===== src/rtl/fmul_pkg.sv =====
// Shared widths and the binary32 field layout for the FPU multiplier.
package fmul_pkg;
  localparam int EXP_W   = 8;
  localparam int MAN_W   = 23;
  localparam int BIAS    = 127;
  localparam int EXP_MAX = 255;

  typedef struct packed {
    logic             sign;
    logic [EXP_W-1:0] exp;
    logic [MAN_W-1:0] man;
  } fp32_t;
endpackage


===== src/rtl/mant_mul24.sv =====
// Unsigned 24x24 -> 48 significand multiplier, purely combinational.
module mant_mul24 (
  input  logic [23:0] i_a,
  input  logic [23:0] i_b,
  output logic [47:0] o_p
);
  assign o_p = {24'b0, i_a} * {24'b0, i_b};
endmodule


===== src/rtl/fmul_unit.sv =====
// Binary32 multiplier: single-cycle datapath with RNE rounding, flush-to-zero
// for denormals/underflow, and a registered result plus overflow flag.
module fmul_unit
  import fmul_pkg::*;
(
  input  logic        clk,
  input  logic        rstn,
  input  logic        in_valid,
  input  logic [31:0] x1,
  input  logic [31:0] x2,
  output logic        out_valid,
  output logic [31:0] y,
  output logic        ovf
);
  fp32_t              w_a;
  fp32_t              w_b;
  logic               w_sign;
  logic               w_a_zero;
  logic               w_b_zero;
  logic               w_a_spec;
  logic               w_b_spec;
  logic [MAN_W:0]     w_ma;
  logic [MAN_W:0]     w_mb;
  logic [47:0]        w_prod;
  logic               w_norm;
  logic [MAN_W-1:0]   w_mant_pre;
  logic               w_guard;
  logic               w_rs;
  logic               w_round_up;
  logic [MAN_W:0]     w_mant_rnd;
  logic               w_carry;
  logic signed [9:0]  w_exp_fin;
  logic               w_exp_hi;
  logic               w_exp_lo;
  fp32_t              w_res;
  logic               w_res_ovf;

  logic               r_valid;
  logic [31:0]        r_y;
  logic               r_ovf;

  assign w_a      = fp32_t'(x1);
  assign w_b      = fp32_t'(x2);
  assign w_sign   = w_a.sign ^ w_b.sign;
  assign w_a_zero = (w_a.exp == '0);
  assign w_b_zero = (w_b.exp == '0);
  assign w_a_spec = (w_a.exp == EXP_W'(EXP_MAX));
  assign w_b_spec = (w_b.exp == EXP_W'(EXP_MAX));
  assign w_ma     = {1'b1, w_a.man};
  assign w_mb     = {1'b1, w_b.man};

  mant_mul24 u_mant_mul24 (
    .i_a (w_ma),
    .i_b (w_mb),
    .o_p (w_prod)
  );

  // Product lies in [1,4): bit 47 set means the leading one moved up a place.
  assign w_norm     = w_prod[47];
  assign w_mant_pre = w_norm ? w_prod[46:24] : w_prod[45:23];
  assign w_guard    = w_norm ? w_prod[23]    : w_prod[22];
  assign w_rs       = w_norm ? (|w_prod[22:0]) : (|w_prod[21:0]);

  // Round and sticky only matter as an OR once the guard bit is known.
  assign w_round_up = w_guard & (w_rs | w_mant_pre[0]);
  assign w_mant_rnd = {1'b0, w_mant_pre} + (MAN_W+1)'(w_round_up);
  assign w_carry    = w_mant_rnd[MAN_W];

  assign w_exp_fin = 10'(w_a.exp) + 10'(w_b.exp) - 10'(BIAS)
                   + 10'(w_norm) + 10'(w_carry);
  assign w_exp_hi  = (w_exp_fin >= $signed(10'(EXP_MAX)));
  assign w_exp_lo  = (w_exp_fin <= 10'sd0);

  always_comb begin
    w_res.sign = w_sign;
    w_res.exp  = w_exp_fin[EXP_W-1:0];
    w_res.man  = w_mant_rnd[MAN_W-1:0];
    w_res_ovf  = 1'b0;
    if (w_a_zero || w_b_zero) begin
      w_res.exp = '0;
      w_res.man = '0;
    end else if (w_a_spec || w_b_spec) begin
      w_res.exp = '1;
      w_res.man = '0;
    end else if (w_exp_hi) begin
      w_res.exp = '1;
      w_res.man = '0;
      w_res_ovf = 1'b1;
    end else if (w_exp_lo) begin
      w_res.exp = '0;
      w_res.man = '0;
    end
  end

  always_ff @(posedge clk or negedge rstn) begin
    if (!rstn) begin
      r_valid <= 1'b0;
      r_y     <= '0;
      r_ovf   <= 1'b0;
    end else begin
      r_valid <= in_valid;
      if (in_valid) begin
        r_y   <= w_res;
        r_ovf <= w_res_ovf;
      end
    end
  end

  assign out_valid = r_valid;
  assign y         = r_y;
  assign ovf       = r_ovf;
endmodule


===== config.mk =====
export PLATFORM = sky130hd
export DESIGN_NAME = fmul_unit
export DESIGN_NICKNAME = d
export VERILOG_FILES = /design/src/rtl/fmul_pkg.sv /design/src/rtl/mant_mul24.sv /design/src/rtl/fmul_unit.sv
export SDC_FILE = /design/constraint.sdc
export NUM_CORES = 2
export LEC_CHECK = 0
export BUFFER_PORTS_ARGS = -buffer_cell sky130_fd_sc_hd__buf_2
export CAP_MARGIN = 15
export CORE_MARGIN = 10
export CORE_UTILIZATION = 35
export DETAILED_ROUTE_END_ITERATION = 16
export PLACE_DENSITY = 0.57
export SLEW_MARGIN = 20
export SYNTH_ARGS = -nofsm -noshare
export SYNTH_HDL_FRONTEND = slang
export SYNTH_HIERARCHICAL = 1
export SYNTH_SLANG_ARGS = --single-unit

===== constraint.sdc =====
create_clock -name clk -period 1.05 [get_ports clk]
set_input_delay 0.105 -clock clk [delete_from_list [all_inputs] [get_ports clk]]
set_output_delay 0.105 -clock clk [all_outputs]
set_load 0.02 [all_outputs]

==> reports/metrics.sh <==
STATUS='complete, but fails checks'
FAILED_CHECKS='setup timing'
ROUTABILITYCONGESTION=0.854
MAXIMUM_NUMBER_OF_PINS_ON_ONE_NET_BEFORE_GLOBAL_ROUTE_REPAIR=35
CRIT_ARRIVAL_NS=9.29
DETAIL_ROUTE.WL_PER_CELL_UM=16.2
TIMING.FINAL.CRIT_SHARE_PCT=871
WORSTMARGINPINSLEW_NS=0.837
CAP_VIOL_MAX_COUNT=0
NETS=3673
WORST_PATH_CELL_WITH_THE_LONGEST_STAGE_DELAY='fa_2'
SEQUENTIAL_CELL_AREA_UM2=851
SYNTH_TOP_FLOP_CELL='dfrtp_1'
GLOBALROUTETOTALUTIL_PCT=17.0
DETAIL-ROUTE-ANTENNA-NETS=0
YS_SEQ_ELEMENTS=34
MAX_CLOCK_BUF_DEPTH=2
PLACEMENT.IO_BUFFERS=100
NUMBER_OF_GLOBAL_ROUTE_VIAS_BEFORE_REPAIR=20300
WORST_CASE_REGISTER_TO_REGISTER_SETUP_SLACK_NS=0.18
TIMING.FMAX_GHz=0.109
CRITICAL_PATH_REQUIRED_NS=1.19
AREA_OF_THE_CORE_REGION_UM2=63000
SETUP.WORST_PATH.CLASS='in -> reg'
ROOT_BUFFER='clkbuf_16'
POST_LAYOUT_NONFILLER_INSTANCES=3781
DIE_W_UM=272
ASYNCSETRESETFLOPFRACSYNTH_PCT=100
TIMING.CRITICAL_PATH.TO_TYPE='flip-flop'
DRT_FIRST_PASS_ITERS=5
YOSYS_WARNING_TOTAL=6
TIMING.SLEW.HEADROOM_PCT=43.8
CLOCK_TREE_FROM_TRITONCTS='done'
DRT_WIRELENGTH_UM=61300
HOLD_VIOLATIONS=0
DETAILED_PLACE_HPWL_UM=53100
LAYOUT-AREA-OVERHEAD-VS-SYNTH_PCT=28.3
SYNTH_EDF_COUNT=0
TIMING.HOLD.WORST.START='x1[31]'
CLKSINKCOUNT=34
SETUP_VIOL=32
DRC_VIOLATIONS_LEFT=0
INITIAL_ANTENNA_VIOLATION_COUNT=1
HTREE_DEPTH=2
VIAS=17800
CP_COMMON_CELL='fa_1'
REG2REGPATHDEPTH=3
SYN_INST=2514
AVGVIACOUNTPERCELL=4.72
POST_SYNTH_NUM_CELL_TYPES=75
LAYOUT-DRIVE-GT1-SHARE_PCT=26.3
INITIAL_UTILIZATION_PCT=35.3
SYN-MEAN-INSTANCE-AREA_UM2=8.84
PATH_MAX_FANOUT=9
MULTI_INPUT_COMB_AREA_UM2=19900
MOSTFREQUENTLAYOUTCELLS='inv_1 (569), fa_1 (452), buf_4 (369)'
HOLDPATHSTAGES=3
DIEHEIGHT_UM=272
CLOCK_INSERTION_DELAY_WORST_SKEW_NS=0.28
WORST_HOLD_PATH.ENDPOINT='y[31]'
SYNTH.CELL_AREA_UM2=22200
NUM_CTS_BUFFERS=5
MOSTFREQUENTLAYOUTCELL='inv_1'
ROWS=92
DRT-INITIAL-DRC-COUNT=587
FINAL_CRITICAL_PATH_SETUP_SLACK_NS=-8.09
REMAINING_GLOBAL_ROUTE_OVERFLOW=0
TIMING.RR.START='y[29]'
HOLDCRITPATHCLASS='in -> reg'
PIN_COUNT=101
TOTALNEGATIVESETUPSLACK_NS=-257.93
DPL.CELL_COUNT=3712
TIMING_MAX_TRANSITION_VIOLATIONS_FINAL=0
DESIGN.DIE.AREA_UM2=73900
GRT_FIRST_PASS_WIRELENGTH_UM=105000
YS_SEQ_AREA_SHARE_PCT=3.83
CTS.CLK_SLEW.WORST_PATHS_NS=0.06
CRITICAL_PATH.REG2REG.ENDPOINT='y[29]'
CLOCK_SKEW_NS=0
GRT_SETUP_UNREPAIRED='true'
STARTPOINT_TYPE='input pin'
CRITICAL-PATH-MAX-STAGE-DELAY_NS=0.65
FILL_CELLS=6085
FINAL.MIN_CLOCK_PERIOD_NS=9.14
## Yosys cell counts (all sizes together) (3+ instances only)
library cell / count / area (um^2)
a2111oi: 3 / 63.8
a211o: 3 / 35.0
a211oi: 9 / 82.6
a21boi: 6 / 48.8
a21o: 30 / 228
a21oi: 60 / 323
a31oi: 6 / 43.8
and2: 308 / 1930
and3: 8 / 55.1
buf: 12 / 101
clkbuf: 106 / 398
dfrtp: 34 / 851
fa: 484 / 9690
ha: 190 / 2380
inv: 595 / 2230
mux2: 4 / 45.0
mux2i: 23 / 230
nand2: 315 / 1180
nand2b: 10 / 62.6
nand3: 20 / 110
nand3b: 3 / 22.5
nand4: 26 / 184
nor2: 43 / 161
nor2b: 9 / 56.3
nor3: 8 / 40.0
nor4: 12 / 100
o21a: 6 / 45.0
o21ai: 36 / 195
o21bai: 7 / 52.6
o221ai: 7 / 61.3
o22ai: 3 / 18.8
o31ai: 4 / 53.8
o32ai: 24 / 233
xnor2: 54 / 473
xor2: 24 / 210
## layout make-up
class	instances	share of cell area, %
Antenna cell	2	0.0176
Clock buffer	5	0.439
Clock inverter	3	0.241
Inverter	595	7.86
Multi-Input combinational cell	1781	69.9
Sequential cell	34	2.99
Tap cell	846	3.71
Timing Repair Buffer	515	14.9
## metrics by stage
| stage | hold WS, ns | cell area [um^2] | setup slack [ns] | util, % |
|---|---|---|---|---|
| 5_1_grt | 0.123 | 28500 | -8.42 | 45.3 |
| 2_1_floorplan | -0.191 | 22500 | -8.27 | - |
| 6_report | 0.107 | 28500 | -8.09 | 45.3 |
| 4_1_cts | 0.111 | 28000 | -8.17 | 44.5 |
| 3_5_place_dp | 0.0818 | 26300 | -8.80 | 41.7 |
| 3_3_place_gp | 0.0735 | 26300 | -8.64 | 41.7 |
## state kept, by name, summed over array words and instances, names as in the netlist
register,flops
out_valid,1
ovf,1
y,32
## worst max path at each step
stage | to | slack (ns) | startpoint | cells past startpoint
2_1_floorplan | y[14] | -8.27 | x2[8] | 41
3_3_place_gp | y[20] | -8.64 | x2[0] | 40
3_5_place_dp | y[23] | -8.80 | x2[0] | 40
4_1_cts | y[23] | -8.17 | x1[5] | 37
5_1_grt | y[30] | -8.42 | x2[0] | 36
6_report | y[19] | -8.09 | x1[16] | 39
## worst max-delay path, delay by kind of cell
kind,cells,cell delay [ns]
compound gates,10,1.74
xor+xnor,2,0.34
buf+inv,10,1.10
simple gates,7,1.15
fa+ha+maj,10,4.81
## cell families (layout without fill, tap and decap cells)
kind of cell    after synthesis  count (layout)  synth area share [%]
xor+xnor                     78              78                  3.08
fa+ha+maj                   674             674                  54.3
simple gates                768             768                  17.8
compound gates              219             222                  7.39
buf+inv                     713            1118                  12.3
flops                        34              34                  3.83
mux                          27              27                  1.24
other cells                   1              14                0.0169
## repair_timing
item	4_1_cts	5_1_grt
hold buffers	1	0
hold endpoints to repair	34	0
pin swaps	113	62
gates cloned	6	2
buffers inserted	40	12
gates resized for setup	272	79
setup endpoints to repair	32	32
## layer usage
layer	share of wire, %	routed length (um)	up-vias	global-route usage [%]
li1	-	-	8369	-
met1	45	27400	9114	22.8
met2	50	30900	301	29.9
met5	0	0	-	0
met4	1.3	820	0	2.40
met3	3.5	2140	58	1.47
Power is left out: the tool's default activity adds up to more than one toggle a clock period on the data nets, which glitch-free logic cannot reach.
